`src/rtl/game_pkg.sv`:
```
// Shared game definitions: FSM state encoding, BCD digit width and binary-to-BCD helper.
package game_pkg;

  localparam int unsigned BCD_DIGIT_W = 4;

  typedef enum logic [1:0] {
    ST_IDLE  = 2'd0,
    ST_RUN   = 2'd1,
    ST_PAUSE = 2'd2,
    ST_DONE  = 2'd3
  } state_e;

  function automatic logic [2*BCD_DIGIT_W-1:0] to_bcd2(input int unsigned v);
    logic [BCD_DIGIT_W-1:0] tens;
    logic [BCD_DIGIT_W-1:0] ones;
    tens = BCD_DIGIT_W'(v / 10);
    ones = BCD_DIGIT_W'(v % 10);
    return {tens, ones};
  endfunction

endpackage

```
`src/rtl/bcd_down_digit.sv`:
```
// One loadable BCD down-counting digit; borrow flags a decrement that wraps 0 -> 9.
module bcd_down_digit
  import game_pkg::*;
#(
  parameter logic [BCD_DIGIT_W-1:0] RST_VAL = '0
) (
  input  logic                   clk,
  input  logic                   rst,
  input  logic                   dec,
  input  logic                   load,
  input  logic [BCD_DIGIT_W-1:0] load_val,
  output logic [BCD_DIGIT_W-1:0] digit,
  output logic [BCD_DIGIT_W-1:0] digit_d,
  output logic                   borrow
);

  logic [BCD_DIGIT_W-1:0] digit_q;

  always_comb begin
    digit_d = digit_q;
    if (load) begin
      digit_d = load_val;
    end else if (dec) begin
      digit_d = (digit_q == '0) ? BCD_DIGIT_W'(9) : digit_q - BCD_DIGIT_W'(1);
    end
  end

  always_ff @(posedge clk) begin
    if (rst) begin
      digit_q <= RST_VAL;
    end else begin
      digit_q <= digit_d;
    end
  end

  assign digit  = digit_q;
  assign borrow = dec && (digit_q == '0);

endmodule

```
`src/rtl/game_countdown_timer.sv`:
```
// Round timer: counts START_SECONDS down to 00 in BCD on 1 s ticks, with pause/restart
// control, a tick-generator enable, a low-time warning and a one-cycle expiry pulse.
module game_countdown_timer
  import game_pkg::*;
#(
  parameter int unsigned START_SECONDS = 60,
  parameter int unsigned WARN_SECONDS  = 10
) (
  input  logic       clk,
  input  logic       rst,
  input  logic       start,
  input  logic       pause,
  input  logic       tick,
  output logic       tick_en,
  output logic [7:0] time_bcd,
  output logic       running,
  output logic       low_time,
  output logic       expired
);

  if (START_SECONDS < 1 || START_SECONDS > 99) begin : g_bad_start
    $error("START_SECONDS must be in 1..99");
  end
  if (WARN_SECONDS > START_SECONDS) begin : g_bad_warn
    $error("WARN_SECONDS must be in 0..START_SECONDS");
  end

  localparam logic [7:0] START_BCD = to_bcd2(START_SECONDS);
  localparam logic [7:0] WARN_BCD  = to_bcd2(WARN_SECONDS);

  state_e     state_q, state_d;
  logic       load, dec, expired_d;
  logic       ones_borrow, tens_borrow_unused;
  logic [3:0] ones_q, tens_q, ones_d, tens_d;
  logic [7:0] time_d;
  logic       tick_en_q, running_q, low_time_q, expired_q;

  assign time_bcd = {tens_q, ones_q};
  assign time_d   = {tens_d, ones_d};

  // Inputs are only honoured in the state they apply to; stray ticks outside RUN fall through.
  always_comb begin
    state_d   = state_q;
    load      = 1'b0;
    dec       = 1'b0;
    expired_d = 1'b0;
    unique case (state_q)
      ST_IDLE, ST_DONE: begin
        if (start) begin
          load    = 1'b1;
          state_d = ST_RUN;
        end
      end
      ST_RUN: begin
        if (start) begin
          load = 1'b1;
        end else if (pause) begin
          state_d = ST_PAUSE;
        end else if (tick && time_bcd != 8'h00) begin
          dec = 1'b1;
          if (time_bcd == 8'h01) begin
            state_d   = ST_DONE;
            expired_d = 1'b1;
          end
        end
      end
      ST_PAUSE: begin
        if (start) begin
          load    = 1'b1;
          state_d = ST_RUN;
        end else if (!pause) begin
          state_d = ST_RUN;
        end
      end
      default: state_d = ST_IDLE;
    endcase
  end

  bcd_down_digit #(.RST_VAL(START_BCD[3:0])) u_ones (
    .clk      (clk),
    .rst      (rst),
    .dec      (dec),
    .load     (load),
    .load_val (START_BCD[3:0]),
    .digit    (ones_q),
    .digit_d  (ones_d),
    .borrow   (ones_borrow)
  );

  bcd_down_digit #(.RST_VAL(START_BCD[7:4])) u_tens (
    .clk      (clk),
    .rst      (rst),
    .dec      (ones_borrow),
    .load     (load),
    .load_val (START_BCD[7:4]),
    .digit    (tens_q),
    .digit_d  (tens_d),
    .borrow   (tens_borrow_unused)
  );

  // Outputs follow the next state so they line up with the time_bcd update.
  always_ff @(posedge clk) begin
    if (rst) begin
      state_q    <= ST_IDLE;
      tick_en_q  <= 1'b0;
      running_q  <= 1'b0;
      low_time_q <= 1'b0;
      expired_q  <= 1'b0;
    end else begin
      state_q    <= state_d;
      tick_en_q  <= (state_d == ST_RUN);
      running_q  <= (state_d == ST_RUN);
      low_time_q <= ((state_d == ST_RUN) || (state_d == ST_PAUSE)) && (time_d <= WARN_BCD);
      expired_q  <= expired_d;
    end
  end

  assign tick_en  = tick_en_q;
  assign running  = running_q;
  assign low_time = low_time_q;
  assign expired  = expired_q;

endmodule

```
`config.mk`:
```
export PLATFORM = sky130hd
export DESIGN_NAME = game_countdown_timer
export DESIGN_NICKNAME = d
export VERILOG_FILES = /design/src/rtl/game_pkg.sv /design/src/rtl/bcd_down_digit.sv /design/src/rtl/game_countdown_timer.sv
export SDC_FILE = /design/constraint.sdc
export NUM_CORES = 1
export LEC_CHECK = 0
export BUFFER_PORTS_ARGS = -buffer_cell sky130_fd_sc_hd__buf_2
export CORE_AREA = 2 2 47 49
export CTS_BUF_LIST = sky130_fd_sc_hd__clkbuf_8
export DETAILED_ROUTE_END_ITERATION = 12
export DIE_AREA = 0 0 49 51
export PLACE_DENSITY = 0.63
export SYNTH_ARGS = -nofsm -noshare
export SYNTH_HDL_FRONTEND = slang
export SYNTH_SLANG_ARGS = --single-unit
```
`constraint.sdc`:
```
create_clock -name clk -period 3 [get_ports clk]
set_input_delay 0.45 -clock clk [delete_from_list [all_inputs] [get_ports clk]]
set_output_delay 0.45 -clock clk [all_outputs]
set_load 0.01 [all_outputs]
```
=== Yosys cells after proc, flatten, opt, wreduce, memory -nomap -nowiden ===
Cells that the tools add are included.

* Word-level logic and storage cells: 49
* Bits in registers: 13

* Mux-type cells: 21
* Bitwise operators: 2
* $lt $le $gt $ge: 1
* Reductions and logical operators: 11
* Add/sub/neg operators: 2
* Equal/unequal tests: 6

{| class="wikitable"
|+ Operator list
! cell !! count
|-
| $mux W4 || 6
|-
| $mux W2 || 7
|-
| $eq A8 B1 Y1 const B || 1
|-
| $le A8 B5 Y1 const B || 1
|-
| $logic_not A4 Y1 || 2
|-
| $reduce_bool A8 Y1 || 1
|-
| $sub A4 B1 Y4 const B || 2
|-
| $mux W1 || 7
|-
| $eq A2 B2 Y1 const B || 3
|-
| $pmux W2 S3 || 1
|-
| $reduce_or A5 Y1 || 1
|-
| $eq A2 B1 Y1 const B || 2
|-
| $reduce_or A4 Y1 || 1
|-
| $logic_and A1 B1 Y1 || 3
|-
| $logic_not A2 Y1 || 1
|-
| $not A1 Y1 || 2
|-
| $reduce_or A2 Y1 || 1
|-
| $logic_or A1 B1 Y1 || 1
|}

=== Longest topological paths before layout ===
* Depth in word-level cells: 11
* Gate-level depth with buffers: 9

=== Cells and area by module ===
Synthesis repeated with hierarchy kept, for this count alone.

* Cells, all modules: 96
* Area total of the unflattened synthesis: 868.3 um2

{| class="wikitable"
|+ Modules (own cells, without submodules)
! module !! sequential area each (um2) !! area each (um2) !! cells each !! times used
|-
| game_countdown_timer || 100.1 || 361.6 || 38 || 1
|-
| bcd_down_digit at u_ones || 80.1 || 256.5 || 30 || 1
|-
| bcd_down_digit at u_tens || 80.1 || 250.2 || 28 || 1
|}

=== Worst setup path before layout ===
Ideal clock, no wire load.

* Kind: register -> register
* Start point: register state_q[0]
* End point: register low_time_q, in the netlist low_time
* Cell stages (with the launch flop): 10
* Buffers on the path: 0
* Setup time: 0.103 ns
* Clock period less this slack: 2.277 ns
* Arrival time: 2.174 ns
* Setup slack: 0.723 ns
* Cell sequence: dfxtp_1 > inv_1 > ha_1 > or3b_2 > a21oi_1 > a211oi_1 > ha_1 > a21oi_1 > nand2_1 > a2111oi_2

* Longest elaborated chain between the ends: 8
* Elaborated cells between the ends (all ways): 24

{| class="wikitable"
|+ Ends and longest elaborated chain
! item !! line !! source
|-
| from (decl) || game_countdown_timer.sv:31 || <nowiki>state_e state_q, state_d;</nowiki>
|-
| from (signal assigned) || game_countdown_timer.sv:110 || <nowiki>state_q <= state_d;</nowiki>
|-
| $mux W2 || game_countdown_timer.sv:61 || <nowiki>if (time_bcd == 8'h01) begin</nowiki>
|-
| $mux W2 || game_countdown_timer.sv:59 || <nowiki>end else if (tick && time_bcd != 8'h00) begin</nowiki>
|-
| $mux W2 || game_countdown_timer.sv:57 || <nowiki>end else if (pause) begin</nowiki>
|-
| $mux W2 || game_countdown_timer.sv:55 || <nowiki>if (start) begin</nowiki>
|-
| $pmux W2 S3 (*) || game_countdown_timer.sv:47 || <nowiki>unique case (state_q)</nowiki>
|-
| net state_d[0] || game_countdown_timer.sv:31 ||
|-
| $eq A2 B1 Y1 / $eq A2 B2 Y1 (equally long branches) || game_countdown_timer.sv:113 || <nowiki>low_time_q <= ((state_d == ST_RUN) || (state_d == ST_PAUSE)) && (time_d <= WARN_BCD);</nowiki>
|-
| $logic_or A1 B1 Y1 (*) || game_countdown_timer.sv:113 ||
|-
| $logic_and A1 B1 Y1 (*) || game_countdown_timer.sv:113 ||
|-
| to (signal assigned) || game_countdown_timer.sv:113 ||
|-
| to (decl) || game_countdown_timer.sv:36 || <nowiki>logic tick_en_q, running_q, low_time_q, expired_q;</nowiki>
|}

The timed path passes the listed nets; every way through them passes the cells marked *.
A chain may end at the register's enable or synchronous reset.

=== Worst setup path after layout ===
Ends and elaborated chain as after synthesis.

==> impl_metrics.json <==
{
  "antenna_found_initial": 0,
  "via_per_inst": 5.39,
  "ys_ff_latch": 13,
  "start_util": 0.372,
  "track_usage": 0.141,
  "fin_nets": 106,
  "cts_tree": "built",
  "slowest_stage": "or3b_2",
  "top_level_ports": 17,
  "finalHoldViolCount": 0,
  "rsz0062_at_grt": "no",
  "synth-async-reset-ratio": 0,
  "grt_pass1_wl_mm": 2.66,
  "diodes": 0,
  "areaGrowthSynthToFinish_pct": 15.3,
  "core_area_sq_um": 2060,
  "io_buffers": 16,
  "grt_pass1_vias": 604,
  "vias": 674,
  "slew_headroom": 0.695,
  "hp-start": "rst",
  "dieArea_sq_um": 2500,
  "fin_cells": 125,
  "critPathLaunchType": "flop",
  "cp_max_fo": 7,
  "num_rows": 17,
  "end_kind": "flop",
  "drt-initial-drc-count": 17,
  "fin_crit_ps": 2480,
  "drc": 0,
  "powerDensity_nw_per_um2": 493,
  "p_leak_nw": 0.336,
  "die_h_um": 51,
  "antenna_left": 0,
  "netlist_instances": 83,
  "cp.required_ps": 3130,
  "placedCellCount": 121,
  "holdPathStages": 2,
  "fmax_mhz": 404,
  "layout-drive-gt1-share": 0.278,
  "max_cap_viol_count": 0,
  "overflow": 0,
  "min_path_type": "in2reg",
  "path_cells": "inv_1 > ha_1 > or3b_2 > a21oi_1 > a211oi_1 > ha_1 > a21oi_1 > nand2_1 > a2111oi_2",
  "synth_seq_area_share": 0.339,
  "synth_fp_nets": 91,
  "worstMarginPinSlew_ps": 454,
  "clk_pin_slew_ps": 50,
  "fillCellCount": 229,
  "wl_per_cell_um": 13.0,
  "outcome": "finished clean",
  "setup_viol": 0,
  "ff2ff_setup_slack_ps": 520,
  "holdBufCountCts": 0,
  "fin_skew_ps": 0.468,
  "cts_buffers": 3,
  "irDropWorstVdd_mv": 0.176,
  "drt-total-wl_mm": 1.62,
  "critical_path_class": "reg2reg",
  "timing.rr.start": "state_q[0]$_SDFF_PP0_",
  "drv_slew": 0,
  "post-route-period-util": 0.826,
  "synth.avg_cell_area_sq_um": 9.26,
  "regToRegEndpoint": "low_time$_SDFF_PP0_",
  "drtPass1Iterations": 4,
  "tns_ps": 0,
  "htree_num_levels": 1,
  "yosysUniqueCellTypes": 39,
  "post_cts_buffers": 0,
  "min_to": "running$_SDFF_PP0_",
  "cts.sinks": 13,
  "worstPathArrival_ps": 2610,
  "gp_congestion": 0.763,
  "cts_max_path_buffers": 2,
  "root_buffer": "clkbuf_8",
  "postCtsResizedCells": 0,
  "insertion_delay_ps": 240,
  "slowest_delay_ps": 460,
  "r2r_cells": 9,
  "synthFlopType": "dfxtp_1",
  "grt_max_degree": 11,
  "place_hpwl_mm": 1.17,
  "synth_edf_count": 0,
  "syn_area_sq_um": 768,
  "die_w_um": 49,
  "ys_warn_count": 0
}
-- critical path, delay by kind of cell (launching register included) --
kind                     cells  cell delay [ps]
AND/OR/NAND/NOR              2              530
AO/OA/AOI/OAI                4              750
flip-flops                   1              370
buffers and inverters        1               60
adder cells (fa/ha/maj)      2              660
-- final cells by class --
cell class / instances / area, sq um / share of cell area
sequential: 13 / 260 / 0.294
clock inverter: 1 / 3.75 / 0.00424
tap: 28 / 35.0 / 0.0395
multi-input combinational: 62 / 458 / 0.517
timing repair buffer: 16 / 80.1 / 0.0904
clock buffer: 3 / 41.3 / 0.0466
inverter: 2 / 7.51 / 0.00847
-- flip-flops by register name (all words and copies together), names as in the netlist --
| signal | flops |
|---|---|
| state_q | 2 |
| expired | 1 |
| u_ones.digit | 4 |
| u_tens.digit | 4 |
| running | 1 |
| low_time | 1 |
-- worst max path at each step --
stage                                startpoint                  end  slack, ps  depth (start not counted)
final                     state_q[0]$_SDFF_PP0_  low_time$_SDFF_PP0_        520                          9
after global routing      state_q[0]$_SDFF_PP0_  low_time$_SDFF_PP0_        260                          9
after CTS                 state_q[0]$_SDFF_PP0_  low_time$_SDFF_PP0_        520                          9
after detailed placement  state_q[0]$_SDFF_PP0_  low_time$_SDFF_PP0_        540                          9
after global placement    state_q[0]$_SDFF_PP0_  low_time$_SDFF_PP0_        590                          9
after floorplan           state_q[0]$_SDFF_PP0_  low_time$_SDFF_PP0_        720                          9
-- per-layer routing --
metal / global-route usage / part of all wire / up-vias
met3: 0.0380 / 0.049 / 4
met2: 0.221 / 0.46 / 18
li1: - / - / 346
met4: 0.0857 / 0.017 / 0
met5: 0 / 0 / -
met1: 0.173 / 0.47 / 306
-- cells in the final DEF, fill, tap and decap left out, drive strengths merged, types with 3 or more instances in the layout --
cell and instances:
a21oi 6, buf 16, clkbuf 3, dfxtp 13, ha 3, inv 3
nand2 4, nor3 6, o41ai 3, or2 3
-- logic make-up after synthesis --
logic type               synth area share
AND/OR/NAND/NOR                     0.301
multiplexers                       0.0130
buffers and inverters              0.0651
adder cells (fa/ha/maj)            0.0489
flip-flops                          0.339
AO/OA/AOI/OAI                       0.233
-- synth_stat cells (all sizes together) (2+ instances only) --
cell type | instances | area (sq um)
a211o | 2 | 17.5
buf | 4 | 35.0
nor2b | 2 | 12.5
clkbuf | 2 | 7.51
a2111oi | 2 | 25.0
nand2 | 4 | 15.0
a211oi | 2 | 15.0
and4bb | 2 | 25.0
nand2b | 2 | 12.5
ha | 3 | 37.5
inv | 2 | 7.51
a21oi | 6 | 30.0
or2 | 3 | 18.8
o21ai | 2 | 10.0
nor3 | 6 | 30.0
nand4b | 2 | 17.5
o211ai | 2 | 15.0
dfxtp | 13 | 260
o41ai | 3 | 26.3
nor2 | 2 | 7.51
nand4 | 2 | 12.5
-- per-stage QoR --
| stage | hold WS, ps | power [mW] | worst slack [ps] | util | area (sq um) |
|---|---|---|---|---|---|
| final | 488 | 0.436 | 523 | 0.429 | 886 |
| after global routing | 495 | 0.466 | 263 | 0.429 | 886 |
| after CTS | 476 | 0.443 | 517 | 0.429 | 886 |
| after detailed placement | 520 | 0.288 | 536 | 0.408 | 841 |
| after floorplan | 519 | 0.269 | 723 | - | 768 |
| after global placement | 503 | 0.286 | 594 | 0.408 | 841 |
-- power breakdown --
| part | internal [mW] | switching [mW] | total [mW] | leakage, nW |
|---|---|---|---|---|
| registers | 0.182 | 0.00779 | 0.190 | 0.105 |
| clock network | 0.0903 | 0.0608 | 0.151 | 0.0269 |
| logic | 0.0439 | 0.0513 | 0.0953 | 0.204 |
| total | 0.316 | 0.120 | 0.436 | 0.336 |
Note: power is estimated with default switching activity, not from simulation.
